--- src/rtl/sr_latch_ctrl_pkg.sv ---
// Shared encodings and reset constants for the SR latch sequencer.
package sr_ctrl_pkg;

  typedef enum logic [1:0] {
    IDLE   = 2'd0,
    PULSE  = 2'd1,
    SETTLE = 2'd2,
    VERIFY = 2'd3
  } state_t;

  typedef enum logic {
    OP_CLR = 1'b0,
    OP_SET = 1'b1
  } op_t;

  // Both latch inputs released (high) is the only safe idle drive.
  localparam logic S_N_RST = 1'b1;
  localparam logic R_N_RST = 1'b1;

endpackage

--- src/rtl/sr_latch_ctrl_sync2.sv ---
// Two-flop synchronizer for the asynchronous latch Q feedback.
module sr_sync2 (
  input  logic clk,
  input  logic rst,
  input  logic d,
  output logic q
);

  logic meta;

  always_ff @(posedge clk or posedge rst) begin
    if (rst) begin
      meta <= 1'b0;
      q    <= 1'b0;
    end else begin
      meta <= d;
      q    <= meta;
    end
  end

endmodule

--- src/rtl/sr_latch_ctrl.sv ---
// Arbiter/sequencer driving an external NAND SR latch via s_n/r_n.
// Optional readback check of the latch enabled by defining SR_VERIFY_EN.
module sr_latch_ctrl
  import sr_ctrl_pkg::*;
#(
  parameter int unsigned PULSE_CYC  = 4,
  parameter int unsigned SETTLE_CYC = 2,
  parameter int unsigned CNT_W      = 8
) (
  input  logic clk,
  input  logic rst,
  input  logic set_req,
  input  logic clr_req,
  input  logic q_in,
  output logic s_n,
  output logic r_n,
  output logic set_ack,
  output logic clr_ack,
  output logic busy,
  output logic done,
  output logic q_exp,
  output logic err
);

  state_t           state, state_nxt;
  logic [CNT_W-1:0] cnt, cnt_nxt;
  op_t              op, op_nxt;
  op_t              last_grant, last_grant_nxt;
  logic             s_n_nxt, r_n_nxt, set_ack_nxt, clr_ack_nxt;
  logic             busy_nxt, done_nxt, q_exp_nxt, err_nxt;
  logic             grant;
  op_t              grant_op;

`ifdef SR_VERIFY_EN
  logic q_sync;

  sr_sync2 u_sync (
    .clk (clk),
    .rst (rst),
    .d   (q_in),
    .q   (q_sync)
  );
`else
  logic unused_q_in;
  assign unused_q_in = q_in;
`endif

  // Round-robin on contention; a lone request always wins.
  always_comb begin
    grant = set_req | clr_req;
    if (set_req && clr_req) begin
      grant_op = (last_grant == OP_CLR) ? OP_SET : OP_CLR;
    end else begin
      grant_op = set_req ? OP_SET : OP_CLR;
    end
  end

  always_ff @(posedge clk or posedge rst) begin
    if (rst) begin
      state      <= IDLE;
      cnt        <= '0;
      op         <= OP_CLR;
      last_grant <= OP_CLR;
      s_n        <= S_N_RST;
      r_n        <= R_N_RST;
      set_ack    <= 1'b0;
      clr_ack    <= 1'b0;
      busy       <= 1'b0;
      done       <= 1'b0;
      q_exp      <= 1'b0;
      err        <= 1'b0;
    end else begin
      state      <= state_nxt;
      cnt        <= cnt_nxt;
      op         <= op_nxt;
      last_grant <= last_grant_nxt;
      s_n        <= s_n_nxt;
      r_n        <= r_n_nxt;
      set_ack    <= set_ack_nxt;
      clr_ack    <= clr_ack_nxt;
      busy       <= busy_nxt;
      done       <= done_nxt;
      q_exp      <= q_exp_nxt;
      err        <= err_nxt;
    end
  end

  // Only one of s_n/r_n can ever be driven low, keyed on op.
  always_comb begin
    state_nxt      = state;
    cnt_nxt        = cnt;
    op_nxt         = op;
    last_grant_nxt = last_grant;
    s_n_nxt        = S_N_RST;
    r_n_nxt        = R_N_RST;
    set_ack_nxt    = 1'b0;
    clr_ack_nxt    = 1'b0;
    busy_nxt       = 1'b0;
    done_nxt       = 1'b0;
    q_exp_nxt      = q_exp;
`ifdef SR_VERIFY_EN
    err_nxt        = err;
`else
    err_nxt        = 1'b0;
`endif

    case (state)
      IDLE: begin
        if (grant) begin
          state_nxt      = PULSE;
          cnt_nxt        = CNT_W'(PULSE_CYC - 1);
          op_nxt         = grant_op;
          last_grant_nxt = grant_op;
          set_ack_nxt    = (grant_op == OP_SET);
          clr_ack_nxt    = (grant_op == OP_CLR);
          busy_nxt       = 1'b1;
          s_n_nxt        = (grant_op != OP_SET);
          r_n_nxt        = (grant_op != OP_CLR);
        end
      end

      PULSE: begin
        busy_nxt = 1'b1;
        if (cnt == '0) begin
          state_nxt = SETTLE;
          cnt_nxt   = CNT_W'(SETTLE_CYC - 1);
        end else begin
          cnt_nxt = cnt - CNT_W'(1);
          s_n_nxt = (op != OP_SET);
          r_n_nxt = (op != OP_CLR);
        end
      end

      SETTLE: begin
        busy_nxt = 1'b1;
        if (cnt == '0) begin
`ifdef SR_VERIFY_EN
          state_nxt = VERIFY;
`else
          state_nxt = IDLE;
          done_nxt  = 1'b1;
          q_exp_nxt = op;
`endif
        end else begin
          cnt_nxt = cnt - CNT_W'(1);
        end
      end

`ifdef SR_VERIFY_EN
      VERIFY: begin
        busy_nxt  = 1'b1;
        state_nxt = IDLE;
        done_nxt  = 1'b1;
        q_exp_nxt = op;
        if (q_sync != op) begin
          err_nxt = 1'b1;
        end
      end
`endif

      default: begin
        state_nxt = IDLE;
      end
    endcase
  end

endmodule

--- config.mk ---
export PLATFORM = sky130hd
export DESIGN_NAME = sr_latch_ctrl
export DESIGN_NICKNAME = d
export VERILOG_FILES = /design/src/rtl/sr_latch_ctrl_pkg.sv /design/src/rtl/sr_latch_ctrl_sync2.sv /design/src/rtl/sr_latch_ctrl.sv
export SDC_FILE = /design/constraint.sdc
export NUM_CORES = 1
export LEC_CHECK = 0
export ABC_AREA = 1
export BUFFER_PORTS_ARGS = -buffer_cell sky130_fd_sc_hd__buf_2
export CORE_AREA = 2 2 51 53
export CTS_BUF_LIST = sky130_fd_sc_hd__clkbuf_16
export DETAILED_ROUTE_END_ITERATION = 12
export DIE_AREA = 0 0 53 55
export GPL_TIMING_DRIVEN = 1
export HOLD_SLACK_MARGIN = 0.08
export PLACE_DENSITY = 0.67
export SLEW_MARGIN = 0
export SYNTH_ARGS = -nofsm -noshare
export SYNTH_HDL_FRONTEND = slang
export SYNTH_SLANG_ARGS = --single-unit
--- constraint.sdc ---
create_clock -name clk -period 1.9 [get_ports clk]
set_clock_uncertainty 0.2 [all_clocks]
set_input_delay 0.19 -clock clk [delete_from_list [all_inputs] [get_ports clk]]
set_output_delay 0.19 -clock clk [all_outputs]
set_load 0.02 [all_outputs]
==> results.md, run 1 <==
* Fin Hold WS at 0.279 ns
* Switch share at 45.2%
* 1st-pass router iterations at 7
* Post-synthesis sequential area ratio at 40.7%
* Gate power share at 52.5%
* Fin crit period at 1.70 ns
* Num ports at 13
* # clock sinks at 18
* CP startpoint kind: register
* Worst setup path end: cnt[0]
* Clock Power Share at 19.8%
* Peak supply drop at 0.994 mV
* Slew @ Worst Pin at 0.684 ns
* Maximum root-to-sink buffer count at 2
* FF+latch area at 453 sq um
* Critical path class: register to register
* Worst-path maximum fanout at 6
* LEAKAGE at 0.668 nW
* Synth area leaders: dfrtp_1 (36%), nand2_1 (8.4%), inv_1 (8.1%)
* Most used DFF post-synth: dfrtp_1
* FP Rows at 18
* Clk slew on worst S/H paths at 0.06 ns
* Area Growth Syn to Fin at 18.3%
* Total core area at 2360 sq um
* Vias in the first global route at 865
* Seq pwr share at 27.7%
* Pin count of the biggest net entering global routing at 19
* Remaining DRCs at 0
* P_int at 1.21 mW
* Port Buffers at 10
* Layout cell share with drive strength beyond 1 at 29.7%
* Die X-Extent at 53 microns
* Post-Syn Area at 1110 sq um
* PwrDens at 1680 nW/um^2
* R2R Setup Slk at 0.20 ns
* Wire per inst at 12.2 microns
* Post-synth ARST share at 100%
* Relative slew slack at 54.4%
* Filler instances at 230
* Post-Syn Nets at 142
* Clk Latency, worst-skew pair at 0.25 ns
* Final WS setup at 0.205 ns
* Switch Pwr at 1000 uW
* Syn avg cell area at 8.49 sq um
* Total die area at 2920 sq um
* Post-synth EDFFs at 0
* DR vias/cell at 4.71
* Place WS at 0.174 ns
* Synthesized instance count at 131
* Worst Hold Class: register to register
* Die height at 55 microns
* Initial antenna violation count at 0
* Gr usage total at 18.9%
* Setup violators final at 0
* Final net count at 160
* ANT nets after route at 0
* Worst R2R Start: cnt[0]
* Root buffer cell: clkbuf_16
* Initial core utilization at 47.0%
* Area occupied by multi-input gates at 543 sq um
* Post-DP HPWL at 1590 microns
* CTS Buf Count at 3
* Final Wtd Congestion at 0.834
* Final Hold Fails at 0
* Unrepaired setup endpoints after global routing: no
* Reg2Reg Depth at 9
* Critical Path AT at 1.63 ns
* Fmax at 0.590 GHz
* Tcrit/Tclk final at 89.2%
* CTS tree: yes
* Status: finished, final reports clean
* Global-route wire length before repair at 3840 microns
* Antenna diodes at 0
* CP startpoint: cnt[0]
* Via count at 838
* Area share of the largest cell type after synthesis at 36.0%
* Slowest cell on crit path: dfrtp_1
* Crit path required time at 1.84 ns
* Htree depth at 1
* FF-to-FF End: cnt[0]
* DRT Wirelength at 2170 microns
* Synth unique cells at 30
* Crit-path cells: inv_1 > ha_1 > inv_1 > nor2_2 > nand3_4 > nand2_8 > inv_8 > nor2_2 > a21oi_2
* Max-Cap Viols at 0
* Setup crit end kind: register
* Final core utilization at 55.7%
* Synth warn at 0
* FF+latch count, synth at 18
* CP max stage delay at 0.38 ns
* Max-slew violations at 0
* Area leader, netlist: dfrtp_1
* Overflow after GRT at 0
* Starting DRT DRC Count at 10
* Final TNS setup at 0 ns
-- per-stage QoR --
step           total power, mW  cells  instance area (sq um)
6_report                  2.21    178                   1320
5_1_grt                   2.39    178                   1320
4_1_cts                   2.21    178                   1310
3_5_place_dp              1.76    170                   1190
3_3_place_gp              1.73    170                   1190
2_1_floorplan             1.52    131                   1110
-- critical path, delay by kind of cell, from the launching register on --
family                   cells  cell delay (ns)
AO/OA/AOI/OAI                1             0.04
adder cells (fa/ha/maj)      1             0.19
buffers and inverters        3             0.24
flip-flops                   1             0.38
AND/OR/NAND/NOR              4             0.53
-- final cells by class --
type | instances | share of cell area [%]
multi-input combinational | 83 | 41.3
sequential | 18 | 34.4
inverter | 29 | 8.84
timing repair buffer | 14 | 6.65
clock buffer | 3 | 5.70
tap | 30 | 2.85
clock inverter | 1 | 0.285
-- how the worst min path moves through the flow --
stage	start	endpoint	slack (ns)	cells past startpoint
after floorplan	rst	busy	-0.07	1
after global placement	rst	q_exp	0.11	2
after detailed placement	rst	cnt[6]	0.13	2
after CTS	q_exp	q_exp	0.29	2
after global routing	q_exp	q_exp	0.34	2
final	q_exp	q_exp	0.28	2
-- cells in the final DEF (no fill, tap or decap), types with 3 or more instances in the layout --
cell / n
nor2_1: 6
o21ai_0: 4
nor2_2: 6
nand3_1: 6
o21ai_2: 3
ha_1: 4
xor2_1: 3
nor2_4: 3
inv_2: 3
dfrtp_1: 16
inv_1: 24
clkbuf_16: 3
a21oi_2: 3
o21ai_1: 4
buf_2: 10
dlygate4sd3_1: 3
nand2_1: 25
-- power groups by stage --
stage	Combinational, mW	Clock (mW)	Sequential, mW
2_1_floorplan	0.838	0	0.681
3_3_place_gp	1.12	0	0.614
3_5_place_dp	1.14	0	0.620
4_1_cts	1.16	0.439	0.614
5_1_grt	1.30	0.457	0.631
6_report	1.16	0.438	0.612
-- Yosys cell counts (2+ instances only) --
cell and n:
nand2_1 25, inv_1 24, dfrtp_1 16, nor2_1 7, ha_1 6, nand3_1 6, nor2_2 5, o21ai_0 4
o21ai_1 4, a21oi_2 3, inv_2 3, nor2_4 3, o21ai_2 3, xor2_1 3, dfstp_2 2, nand2_2 2
nand3_2 2
-- sequential cells by signal, indices dropped and copies added (netlist names) --
signal and cells:
set_ack 1, state 2, done 1, clr_ack 1
q_exp 1, busy 1, op 1, r_n 1
cnt 8, s_n 1
-- metal layers --
| layer | share of wire, % | wire length (microns) | vias to the layer above | track usage, % |
|---|---|---|---|---|
| li1 | - | - | 433 | - |
| met4 | 1.9 | 42 | 0 | 8.97 |
| met1 | 45 | 984 | 386 | 22.9 |
| met2 | 50 | 1080 | 14 | 32.7 |
| met5 | 0 | 0 | - | 0 |
| met3 | 2.9 | 63 | 5 | 3.23 |
-- cells by family after synthesis --
kind of cell    synth area share [%]
xor+xnor                        3.15
other cells                    0.337
fa+ha+maj                       6.75
simple gates                    27.2
buf+inv                         11.1
compound gates                  10.7
flops                           40.7
-- what timing repair did --
item	CTS	global route
hold buffers	4	0
endpoints found under the hold margin	20	0
setup buffers	0	1
endpoints found under the setup margin	0	3
gates resized for setup	0	3
Note: power is estimated with default switching activity, not from simulation.
==> run 2, diff against run 1 <==
--- a/config.mk
+++ b/config.mk
@@ -13,7 +13,7 @@
 export DIE_AREA = 0 0 53 55
 export GPL_TIMING_DRIVEN = 1
 export HOLD_SLACK_MARGIN = 0.08
-export PLACE_DENSITY = 0.67
+export PLACE_DENSITY_LB_ADDON = 0.08
 export SLEW_MARGIN = 0
 export SYNTH_ARGS = -nofsm -noshare
 export SYNTH_HDL_FRONTEND = slang
==> run 2 against run 1 <==
  * Wire length decreased by 9.3%
  * Combinational power about the same
  * Cell count unchanged
  * Via count decreased by 2.4%
  * Flip-flop and latch count unchanged
  * Global-route usage decreased by 2.5 points
  * Non-clock buffer count unchanged
  * Register-to-register slack about the same
  * Critical path depth decreased by 2
  * Clock power decreased by 3%
  * Total power decreased by 1.5%
  * Setup slack got worse by 0.066 ns
==> results.md, run 2 (synthesized netlist as in run 1, its figures left out) <==
* Worst R2R Start: state[0]
* Crit path required time at 1.86 ns (+0.02 ns)
* Clk Latency, worst-skew pair at 0.25 ns (about the same)
* Worst-path maximum fanout at 2 (-4)
* Via count at 818 (-2.4%)
* Pin count of the biggest net entering global routing at 19 (unchanged)
* Final net count at 160 (unchanged)
* Clk slew on worst S/H paths at 0.05 ns (about the same)
* Global-route wire length before repair at 3420 microns (-11%)
* Remaining DRCs at 0 (unchanged)
* 1st-pass router iterations at 4 (-3)
* Critical Path AT at 1.72 ns (+0.09 ns)
* Final Hold Fails at 0 (unchanged)
* Initial core utilization at 47.0% (unchanged)
* Total core area at 2360 sq um (unchanged)
* Peak supply drop at 0.805 mV (-19%)
* Tcrit/Tclk final at 92.7% (+3.5 points)
* Fmax at 0.568 GHz (-3.8%)
* Post-DP HPWL at 1520 microns (-4.5%)
* WHS Endpoint: r_n
* Initial antenna violation count at 0 (unchanged)
* Wire per inst at 11.1 microns (-9.3%)
* Critical path class: input pin to register
* DRT Wirelength at 1970 microns (-9.3%)
* Slew @ Worst Pin at 0.684 ns (-0.000256 ns)
* Area Growth Syn to Fin at 17.7%
* CTS tree: yes
* Die height at 55 microns (unchanged)
* Largest registers: cnt (8), state (2)
* Hold path cells at 4 (+2)
* Final Cell Area at 1310 sq um (-0.57%)
* Gr usage total at 16.3% (-2.5 points)
* Worst Hold Class: input pin to register
* Relative slew slack at 54.4% (about the same)
* Reg2Reg Depth at 8 (-1)
* Max-Cap Viols at 0 (unchanged)
* Port Buffers at 10 (unchanged)
* Antenna diodes at 0 (unchanged)
* FP Rows at 18 (unchanged)
* Die X-Extent at 53 microns (unchanged)
* Met2 Usage GRT at 29.0% (-3.7 points)
* Layout cell share with drive strength beyond 1 at 27.7% (-2.0 points)
* Status: finished, final reports clean
* R2R Setup Slk at 0.21 ns (about the same)
* Fin crit period at 1.76 ns (+0.0661 ns)
* Fin Hold WS at 0.0904 ns (-0.189 ns)
* ANT nets after route at 0 (unchanged)
* LEAKAGE at 0.674 nW (+0.96%)
* Root buffer cell: clkbuf_16
* Final Wtd Congestion at 0.803 (-3.7%)
* Num ports at 13 (unchanged)
* Setup violators final at 0 (unchanged)
* PwrDens at 1660 nW/um^2 (-0.96%)
* Met3 usage at 3.23% (unchanged)
* Starting DRT DRC Count at 11 (+1)
* Htree depth at 1 (unchanged)
* CP startpoint kind: input pin
* CTS Buf Count at 3 (unchanged)
* Final TNS setup at 0 ns (unchanged)
* Maximum root-to-sink buffer count at 2 (unchanged)
* Vias in the first global route at 805 (-6.9%)
* Max-slew violations at 0 (unchanged)
* Unrepaired setup endpoints after global routing: no
* Post-CTS setup buffers at 0 (unchanged)
* Overflow after GRT at 0 (unchanged)
* Setup crit end kind: register
* Most frequent cells in the layout: inv_1 (25), nand2_1 (25), dfrtp_1 (16), buf_2 (10), nor2_1 (7)
* FF-to-FF End: cnt[5]
* Dpl cell area at 1200 sq um (+0.63%)
* Register bank with the most flops: cnt
* Hold path startpoint: clr_req
* DR vias/cell at 4.60 (-2.4%)
* GR peak layer: met2
* # clock sinks at 18 (unchanged)
* Total die area at 2920 sq um (unchanged)
* Met1 Use GR at 20.0% (-2.9 points)
* Max reg flops at 8 (unchanged)
-- run 2: changes by cell type in the layout (fill, tap and decap cells not counted), sizes merged --
cell    previous run  this run
inv               28        29
clkinv             2         1
-- run 2: how the worst max path moves through the flow --
stage	to	start	slack [ns]	depth (start not counted)
floorplan	cnt[0]	cnt[0]	0.34	9
global placement	cnt[4]	state[0]	0.23	8
detailed placement	cnt[5]	state[0]	0.19	8
CTS	r_n	set_req	0.17	7
global route	op	set_req	0.03	7
finish	op	set_req	0.14	7
-- run 2: report_power, final --
part	internal [mW]	switching, mW
clock	0.280	0.143
sequential	0.531	0.0784
combinational	0.400	0.746
-- run 2: layer usage --
| metal | up-vias | share of wire [%] |
|---|---|---|
| met5 | - | 0 |
| met2 | 13 | 46 |
| li1 | 438 | - |
| met4 | 0 | 0.41 |
| met3 | 2 | 3.1 |
| met1 | 365 | 50 |
-- run 2: final cells by class --
class	instances	area, sq um
Clock buffer	3	75.1
Clock inverter	1	3.75
Fill cell	229	1060
Inverter	29	116
Multi-Input combinational cell	83	536
Sequential cell	18	453
Tap cell	30	37.5
Timing Repair Buffer	14	87.6
-- run 2: through the flow --
step / utilization (%) / worst slack (ns) / power [mW] / instances
6_report: 55.3 / 0.139 / 2.18 / 178
2_1_floorplan: - / 0.343 / 1.52 / 131
5_1_grt: 55.3 / 0.0251 / 2.37 / 178
4_1_cts: 55.3 / 0.171 / 2.20 / 178
3_5_place_dp: 50.7 / 0.192 / 1.76 / 171
3_3_place_gp: 50.7 / 0.233 / 1.75 / 171
-- run 2: what timing repair did --
item,CTS,global route
resized for setup,0,0
hold buffers,3,0
endpoints found under the hold margin,19,0
-- run 2: worst max-delay path, cell delays in order --
cell and delay (ns):
dlygate4sd3_1 0.52, buf_2 0.11, nand2_1 0.06, dlygate4sd3_1 0.55, nor2_1 0.13, inv_1 0.07
o21ai_0 0.08
==> run 3, diff against run 2 <==
--- a/config.mk
+++ b/config.mk
@@ -5,12 +5,11 @@
 export SDC_FILE = /design/constraint.sdc
 export NUM_CORES = 1
 export LEC_CHECK = 0
-export ABC_AREA = 1
 export BUFFER_PORTS_ARGS = -buffer_cell sky130_fd_sc_hd__buf_2
-export CORE_AREA = 2 2 51 53
+export CORE_AREA = 2 2 48 50
 export CTS_BUF_LIST = sky130_fd_sc_hd__clkbuf_16
 export DETAILED_ROUTE_END_ITERATION = 12
-export DIE_AREA = 0 0 53 55
+export DIE_AREA = 0 0 50 52
 export GPL_TIMING_DRIVEN = 1
 export HOLD_SLACK_MARGIN = 0.08
 export PLACE_DENSITY_LB_ADDON = 0.08
==> run 3 against run 2 <==
  * Sequential power increased by 11%
  * Register-to-register slack got worse by 0.28 ns
  * Hold slack gained 0.22 ns
  * Combinational power grew 68%
  * The run now ends with setup timing left
  * Critical endpoint is now cnt[0]
  * Synthesized area is 9.4% lower
==> results.md, run 3 <==
* Layout cell share with drive strength beyond 1 at 49.0% (+21 points)
* Synth area leaders: dfrtp_1 (40%), ha_1 (7.5%), dfstp_2 (5.2%)
* Area leader, netlist: dfrtp_1
* Vias in the first global route at 916 (+14%)
* Syn avg cell area at 9.87 sq um (+16%)
* Most frequent cells in the layout: buf_4 (24), dfrtp_1 (16), buf_2 (10)
* Placed insts at 155 (-9.4%)
* Critical Path AT at 1.91 ns (+0.19 ns)
* PwrDens at 2000 nW/um^2 (+20%)
* Gr usage total at 20.4% (+4.1 points)
* Final Non-Filler Cells at 171 (-3.9%)
* Remaining DRCs at 0 (unchanged)
* CTS Buf Count at 3 (unchanged)
* Most used DFF post-synth: dfrtp_1
* Post-Syn Nets at 113 (-20%)
* CP startpoint kind: register
* Compound-Gate Fraction of Synth Area at 23.1% (+12 points)
* Pin count of the biggest net entering global routing at 19 (unchanged)
* Area share of the largest cell type after synthesis at 39.8% (+3.8 points)
* Setup crit end kind: register
* Starting DRT DRC Count at 29 (+18)
* Status: finished, violations left
* Mux cell area share after synthesis at 1.12% (+1.1 points)
* ANT nets after route at 0 (unchanged)
* Worst R2R Start: cnt[1]
* Simple-Gate Fraction of Synth Area at 18.0% (-9.2 points)
* Total die area at 2600 sq um (-11%)
* Crit path required time at 1.83 ns (-0.03 ns)
* Max-Cap Viols at 0 (unchanged)
* Unrepaired setup endpoints after global routing: yes
* Hold path startpoint: q_exp
* Final Wtd Congestion at 0.823 (+2.5%)
* LEAKAGE at 0.679 nW (+0.72%)
* Clk slew on worst S/H paths at 0.05 ns (about the same)
* Commonest cells in the netlist: dfrtp_1 (16), a21oi_1 (9), inv_1 (9)
* Slew @ Worst Pin at 0.652 ns (-0.0319 ns)
* Initial antenna violation count at 0 (unchanged)
* Hold path cells at 1 (-3)
* Post-DP HPWL at 1660 microns (+9.4%)
* Reg2Reg Depth at 5 (-3)
* Clk Latency, worst-skew pair at 0.25 ns (about the same)
* Synthesized instance count at 102 (-22%)
* Wire per inst at 14.5 microns (+31%)
* Slowest cell on crit path: or4bb_4
* Post-synthesis xor/xnor area fraction at 0.870% (-2.3 points)
* FF+latch area at 453 sq um (unchanged)
* Maximum root-to-sink buffer count at 2 (unchanged)
* Clock Power Share at 13.9% (-5.5 points)
* Gate power share at 63.7% (+11 points)
* Worst-path maximum fanout at 5 (+3)
* Post-synth EDFFs at 0 (unchanged)
* Relative slew slack at 56.5% (+2.1 points)
* Worst Hold Class: register to register
* Register bank with the most flops: cnt
* Violations in the final reports: setup timing
* DR vias/cell at 5.63 (+22%)
* Filler instances at 139 (-39%)
* Largest family of logic cells by synthesized area: compound AO/OA/AOI/OAI gates
* Max-slew violations at 0 (unchanged)
* WHS Endpoint: q_exp
* Post-Syn Area at 1010 sq um (-9.4%)
* FP Rows at 17 (-1)
* Largest registers: cnt (8), state (2)
* Htree depth at 1 (unchanged)
* Tcrit/Tclk final at 104% (+11 points)
* Post-synth ARST share at 100% (unchanged)
* Fin crit period at 1.97 ns (+0.213 ns)
* Synth warn at 0 (unchanged)
* Area Growth Syn to Fin at 50.8%
* R2R Setup Slk at -0.07 ns (-0.28 ns)
* Adder-cell share of the synthesized area at 7.45% (+0.70 points)
* Die X-Extent at 50 microns (-5.7%)
* FF-to-FF End: cnt[0]
* DRT Wirelength at 2480 microns (+26%)
* Most common cell after layout, fill and taps aside: buf_4
* Num ports at 13 (unchanged)
* Initial core utilization at 47.8% (+0.79 points)
* Setup violators final at 7 (+7)
* Root buffer cell: clkbuf_16
* Final Hold Fails at 0 (unchanged)
* Final WS setup at -0.0743 ns (-0.213 ns)
* Peak supply drop at 1.25 mV (+55%)
* Antenna diodes at 0 (unchanged)
* Seq pwr share at 22.3% (-5.7 points)
* Port Buffers at 10 (unchanged)
* Area occupied by multi-input gates at 648 sq um (+21%)
* 1st-pass router iterations at 4 (unchanged)
* Overflow after GRT at 0 (unchanged)
* Total core area at 2110 sq um (-11%)
* Switch Pwr at 1.25 mW (+29%)
* Global-route wire length before repair at 3970 microns (+16%)
* FF+latch count, synth at 18 (unchanged)
* Via count at 962 (+18%)
* CP startpoint: cnt[1]
* # clock sinks at 18 (unchanged)
* Fmax at 0.507 GHz (-11%)
* CTS tree: yes
* P_int at 1.78 mW (+47%)
* Fin Hold WS at 0.311 ns (+0.221 ns)
* Crit-path cells: inv_2 > ha_4 > or4bb_4 > o211a_4 > o32a_4
* Final net count at 155 (-3.1%)
* Switch share at 41.2% (-3.2 points)
* Synth unique cells at 38 (+27%)
* Most common cell in the netlist: dfrtp_1
* Tot Pwr at 3.03 mW (+39%)
* Max reg flops at 8 (unchanged)
* Post-synthesis sequential area ratio at 45.0% (+4.2 points)
* CP max stage delay at 0.58 ns (+0.03 ns)
* Critical path class: register to register
* Die height at 52 microns (-5.5%)
[run 3: changes by cell type in the layout (fill, tap and decap cells not counted), sizes merged, moves of 4 or more]
cell and delta:
nor2 -8, buf +23, nand3 -8, or3 +5
a21oi +5, nand2 -23, a31oi +4, inv -20
[run 3: repair_timing]
action                                 CTS  global route
endpoints found under the hold margin   19             0
hold buffers                             4             0
buffers inserted                         3             5
pin swaps                                5             9
cloned                                   0             0
resized for setup                        6            22
setup endpoints to repair                9            10
[run 3: how the worst max path moves through the flow]
stage          endpoint
3_5_place_dp     cnt[0]
6_report         cnt[0]
5_1_grt          cnt[3]
4_1_cts          cnt[0]
2_1_floorplan    cnt[0]
3_3_place_gp     cnt[0]
[run 3: routing by layer]
layer / track usage (%) / part of all wire, %
met1: 26.5 / 44
met2: 32.9 / 49
met3: 2.59 / 4.5
met4: 11.6 / 2.1
met5: 0 / 0
[run 3: cell type report]
type                    count  share of cell area [%]
clock inverters             1                   0.247
clock buffers               3                    4.94
inverters                   9                    2.22
flip-flops and latches     18                    29.8
multi-input cells          74                    42.7
well taps                  28                    2.31
repair buffers             38                    17.8
[run 3: power by group through the flow]
| stage | Sequential [mW] | Combinational, mW | Clock [mW] |
|---|---|---|---|
| after global placement | 0.658 | 1.47 | 0 |
| after CTS | 0.667 | 1.62 | 0.428 |
| after detailed placement | 0.664 | 1.50 | 0 |
| after global routing | 0.699 | 2.11 | 0.450 |
| after floorplan | 0.724 | 0.858 | 0 |
| final | 0.678 | 1.93 | 0.423 |
[run 3: cell families (layout without fill, tap and decap cells)]
| group | Yosys count | after routing |
|---|---|---|
| compound gates | 34 | 34 |
| xor+xnor | 1 | 1 |
| fa+ha+maj | 6 | 6 |
| buf+inv | 10 | 51 |
| flops | 18 | 18 |
| mux | 1 | 1 |
| other cells | 1 | 1 |
| simple gates | 31 | 31 |
[run 3: stage by stage]
| stage | instance area [sq um] | setup TNS [ns] | util (%) | worst slack [ns] |
|---|---|---|---|---|
| 2_1_floorplan | 1020 | -0.0115 | - | -0.0115 |
| 3_3_place_gp | 1210 | -0.167 | 57.6 | -0.0502 |
| 3_5_place_dp | 1210 | -0.357 | 57.6 | -0.0763 |
| 4_1_cts | 1390 | -0.160 | 65.9 | -0.0524 |
| 5_1_grt | 1520 | -0.697 | 72.1 | -0.121 |
| 6_report | 1520 | -0.314 | 72.1 | -0.0743 |
[run 3: critical path: cells and delay by family, from the launching register on]
kind | cells | cell delay (ns)
AO/OA/AOI/OAI | 2 | 0.48
AND/OR/NAND/NOR | 1 | 0.58
flip-flops | 1 | 0.38
adder cells (fa/ha/maj) | 1 | 0.13
buffers and inverters | 1 | 0.09
